<file path="src/rtl/sub_lsu_pkg.sv">
// Shared LSU definitions: func3 encodings, store FSM states and the access-size mask.
package sub_lsu_pkg;

    localparam logic [2:0] F3_SB = 3'b000;
    localparam logic [2:0] F3_SH = 3'b001;
    localparam logic [2:0] F3_SW = 3'b010;

    typedef enum logic [1:0] {
        ST_IDLE  = 2'd0,
        ST_BEAT0 = 2'd1,
        ST_BEAT1 = 2'd2
    } st_state_e;

    // Byte mask for the access size; all-zero marks an illegal func3.
    function automatic logic [3:0] size_mask(input logic [2:0] func3);
        case (func3)
            F3_SB:   return 4'b0001;
            F3_SH:   return 4'b0011;
            F3_SW:   return 4'b1111;
            default: return 4'b0000;
        endcase
    endfunction

endpackage

</file>
<file path="src/rtl/sub_lsu_store_align.sv">
// Combinational store alignment: builds 8-lane byte enables and 64-bit shifted data
// covering the word at the address and the following word.
module sub_lsu_store_align
    import sub_lsu_pkg::*;
(
    input  logic [2:0]  i_func3,
    input  logic [1:0]  i_off,
    input  logic [31:0] i_data,
    output logic [7:0]  o_be8,
    output logic [63:0] o_d64,
    output logic        o_two_beat,
    output logic        o_illegal
);

    logic [3:0]  w_mask;
    logic [31:0] w_data_m;

    assign w_mask     = size_mask(i_func3);
    assign o_illegal  = (w_mask == 4'b0000);
    assign w_data_m   = i_data & {{8{w_mask[3]}}, {8{w_mask[2]}}, {8{w_mask[1]}}, {8{w_mask[0]}}};
    assign o_be8      = {4'b0000, w_mask} << i_off;
    assign o_d64      = {32'd0, w_data_m} << {i_off, 3'b000};
    assign o_two_beat = |o_be8[7:4];

endmodule

</file>
<file path="src/rtl/sub_lsu_store.sv">
// Store unit: aligns a store, drives one or two req/ack write beats and reports done/err.
// Word-crossing stores are split only when SUB_LSU_STORE_MISALIGN_SPLIT_EN is defined.
module sub_lsu_store
    import sub_lsu_pkg::*;
#(
    parameter int unsigned ACK_TIMEOUT = 0
) (
    input  logic        clk,
    input  logic        rst_n,
    input  logic        st_valid,
    output logic        st_ready,
    input  logic [2:0]  st_func3,
    input  logic [31:0] st_addr,
    input  logic [31:0] st_data,
    output logic        st_done,
    output logic        st_err,
    output logic        mem_req,
    output logic [31:0] mem_addr,
    output logic [31:0] mem_wdata,
    output logic [3:0]  mem_be,
    input  logic        mem_ack
);

    st_state_e   r_state;
    logic        r_done;
    logic        r_err;
    logic        r_req;
    logic [31:0] r_addr;
    logic [31:0] r_wdata;
    logic [3:0]  r_be;
    logic [31:0] r_cnt;

    logic [7:0]  w_be8;
    logic [63:0] w_d64;
    logic        w_two_beat;
    logic        w_illegal;
    logic        w_accept;
    logic        w_reject;
    logic        w_more;
    logic        w_timeout;

    sub_lsu_store_align u_align (
        .i_func3    (st_func3),
        .i_off      (st_addr[1:0]),
        .i_data     (st_data),
        .o_be8      (w_be8),
        .o_d64      (w_d64),
        .o_two_beat (w_two_beat),
        .o_illegal  (w_illegal)
    );

`ifdef SUB_LSU_STORE_MISALIGN_SPLIT_EN
    logic        r_two;
    logic [31:0] r_b1_wdata;
    logic [3:0]  r_b1_be;

    assign w_reject = 1'b0;
    assign w_more   = (r_state == ST_BEAT0) && r_two;
`else
    logic w_unused_hi;

    assign w_unused_hi = ^{w_be8[7:4], w_d64[63:32]};
    assign w_reject    = w_two_beat;
    assign w_more      = 1'b0;
`endif

    assign w_accept  = st_valid && st_ready;
    assign w_timeout = (ACK_TIMEOUT != 0) && (r_cnt == ACK_TIMEOUT - 1);

    // The done cycle keeps ready low even though the FSM is already back in IDLE.
    assign st_ready  = (r_state == ST_IDLE) && !r_done;
    assign st_done   = r_done;
    assign st_err    = r_err;
    assign mem_req   = r_req;
    assign mem_addr  = r_addr;
    assign mem_wdata = r_wdata;
    assign mem_be    = r_be;

    always_ff @(posedge clk) begin
        if (!rst_n) begin
            r_state    <= ST_IDLE;
            r_done     <= 1'b0;
            r_err      <= 1'b0;
            r_req      <= 1'b0;
            r_addr     <= 32'd0;
            r_wdata    <= 32'd0;
            r_be       <= 4'd0;
            r_cnt      <= 32'd0;
`ifdef SUB_LSU_STORE_MISALIGN_SPLIT_EN
            r_two      <= 1'b0;
            r_b1_wdata <= 32'd0;
            r_b1_be    <= 4'd0;
`endif
        end else begin
            r_done <= 1'b0;
            r_err  <= 1'b0;
            case (r_state)
                ST_IDLE: begin
                    if (w_accept) begin
                        if (w_illegal || w_reject) begin
                            r_done <= 1'b1;
                            r_err  <= 1'b1;
                        end else begin
                            r_state    <= ST_BEAT0;
                            r_req      <= 1'b1;
                            r_addr     <= {st_addr[31:2], 2'b00};
                            r_be       <= w_be8[3:0];
                            r_wdata    <= w_d64[31:0];
                            r_cnt      <= 32'd0;
`ifdef SUB_LSU_STORE_MISALIGN_SPLIT_EN
                            r_two      <= w_two_beat;
                            r_b1_be    <= w_be8[7:4];
                            r_b1_wdata <= w_d64[63:32];
`endif
                        end
                    end
                end
                ST_BEAT0, ST_BEAT1: begin
                    if (mem_ack) begin
                        r_cnt <= 32'd0;
                        if (w_more) begin
`ifdef SUB_LSU_STORE_MISALIGN_SPLIT_EN
                            r_state <= ST_BEAT1;
                            r_addr  <= r_addr + 32'd4;
                            r_be    <= r_b1_be;
                            r_wdata <= r_b1_wdata;
`endif
                        end else begin
                            r_state <= ST_IDLE;
                            r_req   <= 1'b0;
                            r_done  <= 1'b1;
                        end
                    end else if (w_timeout) begin
                        // A first beat already acked stays written; only the error is reported.
                        r_state <= ST_IDLE;
                        r_req   <= 1'b0;
                        r_done  <= 1'b1;
                        r_err   <= 1'b1;
                    end else begin
                        r_cnt <= r_cnt + 32'd1;
                    end
                end
                default: begin
                    r_state <= ST_IDLE;
                    r_req   <= 1'b0;
                end
            endcase
        end
    end

endmodule
</file>
<file path="config.mk">
export PLATFORM = sky130hd
export DESIGN_NAME = sub_lsu_store
export DESIGN_NICKNAME = d
export VERILOG_FILES = /design/src/rtl/sub_lsu_pkg.sv /design/src/rtl/sub_lsu_store_align.sv /design/src/rtl/sub_lsu_store.sv
export SDC_FILE = /design/constraint.sdc
export NUM_CORES = 1
export LEC_CHECK = 0
export ABC_AREA = 0
export CORE_ASPECT_RATIO = 0.8
export CORE_MARGIN = 2
export CORE_UTILIZATION = 38
export CTS_CLUSTER_DIAMETER = 150
export CTS_CLUSTER_SIZE = 24
export DETAILED_ROUTE_END_ITERATION = 16
export PLACE_DENSITY = 0.77
export SLEW_MARGIN = 25
export SYNTH_ARGS = -nofsm -noshare
export SYNTH_HDL_FRONTEND = slang
export SYNTH_SLANG_ARGS = --single-unit
</file>
<file path="constraint.sdc">
create_clock -name clk -period 1.6 [get_ports clk]
set_input_delay 0.4 -clock clk [delete_from_list [all_inputs] [get_ports clk]]
set_output_delay 0.4 -clock clk [all_outputs]
set_load 0.02 [all_outputs]
</file>
Word level (Yosys, flattened, before mapping) --
Cells that the tools add are included.
Operators by class: equality and inequality tests 7, bitwise gates (word level) 2, reduce and logical (&&, ||, !) cells 12, shift operators 2, muxes and demuxes 13
Operator list (number):
- AND 32 bit | 1
- << shifter 32 x 5 -> 32 bit | 1
- one-hot mux 4 bit (3 select lines) | 1
- << shifter 4 x 2 -> 8 bit | 1
- 2-to-1 mux 1 bit | 6
- 2-to-1 mux 2 bit | 3
- != test 2 bit (second input constant) | 3
- AND reduction 3 bit | 2
- logical NOT 4 bit | 1
- one-hot mux 1 bit (2 select lines) | 2
- one-hot mux 2 bit (2 select lines) | 1
- OR reduction 4 bit | 1
- == test 3 x 1 -> 1 bit (second input constant) | 1
- == test 3 x 2 -> 1 bit (second input constant) | 1
- logical NOT 3 bit | 1
- == test 2 x 1 -> 1 bit (second input constant) | 1
- == test 2 bit (second input constant) | 1
- logical AND 1 bit | 2
- logical NOT 2 bit | 1
- AND reduction 2 bit | 1
- OR reduction 2 bit | 1
- logical NOT 1 bit | 1
- logical OR 1 bit | 1
- inverter 1 bit | 1
Storage, ports and cells: register bits after elaboration 71

Logic depth before layout (Yosys ltp) --
depth in word-level cells 8, gate-level depth with buffers 7, mapped depth without buffers 4

Cells and area by module --
A second synthesis with hierarchy kept.
Second synthesis, totals: cell total of the unflattened synthesis 459, area total of the unflattened synthesis 3776.1 um^2
By module, submodules not included:
- sub_lsu_store | sequential area each 1381.3 um^2, times used 1, cells an instance 300, area an instance 2733.9 um^2
- sub_lsu_store_align | sequential area each 0.0 um^2, times used 1, cells an instance 159, area an instance 1042.2 um^2

Least setup slack after synthesis --
Ideal clock, no wire load.
path kind reg-to-reg, start point reg r_state[0], end point reg r_be[1], in the netlist mem_be[1], setup slack -0.102 ns, required time 1.484 ns, cell stages (with the launch flop) 7, clock period less this slack 1.702 ns, data arrival time 1.586 ns, buffers on the path 2, path through dfxtp_1 -> nor2_1 -> and2_1 -> buf_2 -> nand2_2 -> buf_6 -> a31o_1
Between the ends: longest elaborated chain between the ends 4
RTL lines:
- start, declared | RTL line sub_lsu_store.sv:24 | st_state_e r_state;
- start signal, assigned | RTL line sub_lsu_store.sv:81 | r_state <= ST_IDLE;
- start signal, assigned | RTL line sub_lsu_store.sv:104 | r_state <= ST_BEAT0;
- start signal, assigned | RTL line sub_lsu_store.sv:129 | r_state <= ST_IDLE;
- logical NOT 2 bit | RTL line sub_lsu_store.sv:71 | assign st_ready = (r_state == ST_IDLE) && !r_done;
- logical AND 1 bit | RTL line sub_lsu_store.sv:71
- named net st_ready | RTL line sub_lsu_store.sv:11 | output logic st_ready,
- logical AND 1 bit | RTL line sub_lsu_store.sv:67 | assign w_accept = st_valid && st_ready;
- AND reduction 3 bit (no source line)
- end signal, assigned | RTL line sub_lsu_store.sv:107 | r_be <= w_be8[3:0];
- end, declared | RTL line sub_lsu_store.sv:30 | logic [3:0] r_be;
The timed path passes the listed nets, and every way through them passes these cells. A chain may end at the register's enable or synchronous reset.

Worst setup path after layout --
start point in st_func3[0], end point reg r_wdata[30], in the netlist mem_wdata[30]
Between the ends: longest elaborated chain between the ends 7, elaborated cells on any way between the ends 12, classes of those cells 2 x eq/ne; 2 x shift; 1 x mux; 2 x bitwise; 5 x reduce/logical
RTL lines:
- start, declared | RTL line sub_lsu_store.sv:12 | input logic [2:0] st_func3,
- == test 3 x 2 -> 1 bit, or another cell as far along | RTL line sub_lsu_pkg.sv:16 | case (func3)
- one-hot mux 4 bit (3 select lines) * | RTL line sub_lsu_pkg.sv:16
- << shifter 4 x 2 -> 8 bit | RTL line sub_lsu_store_align.sv:21 | assign o_be8 = {4'b0000, w_mask} << i_off;
- OR reduction 4 bit | RTL line sub_lsu_store_align.sv:23 | assign o_two_beat = |o_be8[7:4];
- logical OR 1 bit | RTL line sub_lsu_store.sv:100 | if (w_illegal || w_reject) begin
- inverter 1 bit (no source line)
- AND reduction 3 bit (no source line)
- end signal, assigned | RTL line sub_lsu_store.sv:108 | r_wdata <= w_d64[31:0];
- end, declared | RTL line sub_lsu_store.sv:29 | logic [31:0] r_wdata;
Every way passes the cells marked *; elsewhere a longest branch is shown, timed or not.

==> impl_metrics.yaml <==
run_status:
  outcome: "completed"
place:
  preCtsSetupSlack_ns: -0.640
  buffer_ports.inserted: 140
  place_congestion: 0.949
  place_area_sq_mm: 0.00489
  dp_hpwl_microns: 7740
setup_path:
  cell_chain_critical_path: "dlygate4sd2_1 -> or4b_4 -> buf_12 -> o22a_1 -> o21ai_2"
  critical_path_arrival_ns: 1.84
  endpoint_type_of_the_worst_setup_path: "register"
  critical-path-max-stage-delay_ns: 0.63
  timing.critical_path.slowest_stage_cell: "or4b_4"
  cp-start-kind: "input pin"
  worstPathMaxFanout: 8
  cp.required_ns: 1.89
  worst-setup-path-type: "in2reg"
sta:
  report.final.slew_viol_count: 0
  timing.final.setup_violations: 0
  min_period_over_period_pct: 97.1
  fin_skew_ns: 0.00846
  maxClockFrequency_mhz: 644
  min_period_ns: 1.55
  grt_setup_unrepaired: "true"
  hold_violations: 0
  min_hold_slack_ns: 0.461
  fin_ws_ns: 0.0462
clocking:
  cts.root.buffer_cell: "clkbuf_8"
  holdBufCountCts: 0
  clock-sinks: 69
  cts-buffers-inserted: 9
  cts.reportedPaths.clkPinSlew_ns: 0.08
  clock_insertion_delay_worst_skew_ns: 0.34
  htreeDepth: 3
  cts_tree: "done"
  clockBufferDepth: 2
drt:
  drc_errors: 0
  routed_wire_length_per_instance_microns: 17.0
  route.final.wire_length_microns: 10600
  drt_iter0_markers: 329
  routed_via_density: 5.54
  antenna_left: 0
  num_vias: 3457
  detailedRoute.firstPassIterationCount: 6
yosys:
  yosys_warnings: 0
  ys_seq_elements: 69
  post_synthesis_mux_area_share_pct: 5.08
  synth_common_cells: "dfxtp_1 (69), a21oi_1 (35), nand3_1 (31), o21ai_1 (31), nand2_1 (19)"
  synth-adder-area-share_pct: 0
  synth_compound_area_share_pct: 28.8
  synth_top_cell_by_area: "dfxtp_1"
  synthXorXnorAreaFrac_pct: 0.278
  synth.lib_cells_used.distinct: 41
  async_flop_share_pct: 0
  avg_cell_area_syn_sq_um: 8.91
  number_of_flops_mapped_to_enable_cells_by_yosys: 0
  combinational_family_with_the_most_area_after_synthesis: "compound AO/OA/AOI/OAI gates"
  synthMostInstantiatedCell: "dfxtp_1"
  syn-instance-count: 354
  synthesized_area_sq_mm: 0.00315
  synth-seq-area-share_pct: 43.8
  synthDominantCellAreaShare_pct: 43.8
  simple_gate_fraction_of_synth_area_pct: 15.0
  dominantRegCellSynth: "dfxtp_1"
  synth_top_cells_by_area: "dfxtp_1 (44%), a21oi_1 (5.6%), mux2i_1 (5.1%)"
power:
  netSwitchingFraction_pct: 28.8
  combinationalPowerShare_pct: 21.5
  p_seq_share_pct: 43.8
  power_w: 0.00408
  intPower_w: 0.00291
  net-switching-power_w: 0.00118
  power_leakage_nw: 2.18
  worst_ir_drop_vdd_mv: 0.619
  cellPowerDensity_mw_per_mm2: 809
  p_clk_share_pct: 34.7
grt:
  grt_max_degree: 26
  grt_first_pass_wirelength_microns: 16300
  first_global_vias: 3246
  groute.usage.overall_pct: 22.9
  initial_antenna_violation_count: 1
  grt-ovfl-total: 0
job:
  drv.max_cap_violation_count: 0
die:
  fp.dieW_microns: 106
  core-area_sq_mm: 0.00798
  std_cell_rows: 29
  io_pins: 143
  fp.dieArea_sq_mm: 0.00905
  initial_core_util_pct: 39.5
  vertical_extent_of_the_die_microns: 85.5
cells_and_area:
  finalInstanceArea_sq_mm: 0.00505
  antennaDiodeCount: 0
  n_fill_cell: 701
  layout.nets: 582
  syn2layout_area_growth_pct: 60.1
  post_route_cells_drive_above_1_share_pct: 17.2
hold_path:
  timing.hold.worst.class: "reg2reg"
-- per-stage QoR --
| step | util (%) | setup TNS, ns | cells |
|---|---|---|---|
| 3_3_place_gp | 61.2 | -31.73 | 605 |
| 4_1_cts | 63.1 | 0 | 623 |
| 3_5_place_dp | 61.2 | -35.19 | 605 |
| 5_1_grt | 63.2 | -0.0230 | 624 |
| 6_report | 63.2 | 0 | 624 |
| 2_1_floorplan | - | 0 | 355 |
-- power by group through the flow --
stage               Combinational [W]  Clock, W  Sequential, W
floorplan                    0.000352         0        0.00189
global placement             0.000878         0        0.00183
detailed placement           0.000887         0        0.00183
CTS                          0.000862   0.00145        0.00179
global route                 0.000929   0.00153        0.00180
finish                       0.000876   0.00142        0.00179
-- repair_timing --
action / 4_1_cts / 5_1_grt
hold endpoints to repair: 0 / 0
resized for setup: 80 / 9
pin swaps: 3 / 2
setup endpoints to repair: 139 / 26
buffers inserted: 2 / 1
-- final cells by class --
type | count | area (sq um) | area share [%]
inverter | 2 | 7.51 | 0.149
multi-input combinational | 244 | 1600 | 31.7
clock inverter | 7 | 72.6 | 1.44
timing repair buffer | 185 | 1730 | 34.2
tap | 108 | 135 | 2.68
clock buffer | 9 | 124 | 2.45
sequential | 69 | 1380 | 27.4
-- cells by family after synthesis --
logic type / Yosys count
DFF: 69
buffers and inverters: 42
xor gates and xnor gates: 1
other: 1
muxes: 16
and+or+nand+nor: 83
AOI/OAI and AO/OA: 142
-- placed cells by master (no fill, tap or decap), types with 2 or more instances in the layout --
master	count
o22a_1	8
clkbuf_8	9
o21ai_0	18
nand2_1	18
o21ai_2	2
dfxtp_1	69
inv_6	2
a211oi_1	3
clkinv_2	2
mux2i_1	16
o21ai_1	29
dlygate4sd2_1	72
a31o_1	3
buf_4	37
a22oi_1	6
nor2b_1	8
nor4_1	8
a222oi_1	8
nand2_2	2
nand3_1	31
a21oi_1	34
clkinvlp_4	2
a22oi_2	2
a21o_1	2
o211ai_1	16
a31o_2	7
nor2_1	4
clkbuf_2	3
conb_1	2
buf_12	7
clkdlybuf4s50_1	65
-- layer usage --
metal,share of wire (%),GRT usage [%]
met5,0,0
met4,2.1,9.45
met3,9.4,6.00
met2,46,35.8
met1,43,30.2
-- state kept, by name, indices dropped and copies added, names as in the netlist --
| register | cells |
|---|---|
| mem_wdata | 32 |
| st_done | 1 |
| mem_addr | 30 |
| r_state | 1 |
| mem_be | 4 |
| st_err | 1 |
-- final timing paths --
| path | slack [ns] | to | from | cells after the start |
|---|---|---|---|---|
| setup / recovery | 0.05 | mem_wdata[30] | st_func3[0] | 5 |
| hold / removal | 0.46 | mem_wdata[4] | mem_wdata[4] | 2 |
| setup reg to reg | 0.12 | mem_wdata[17] | r_state[0] | 7 |
| hold reg to reg | 0.46 | mem_wdata[4] | mem_wdata[4] | 2 |
-- critical path: cells and delay by family --
kind,cells,cell delay [ns]
AOI/OAI and AO/OA,2,0.32
buffers and inverters,2,0.49
and+or+nand+nor,1,0.63
(Power assumes the default switching activity.)
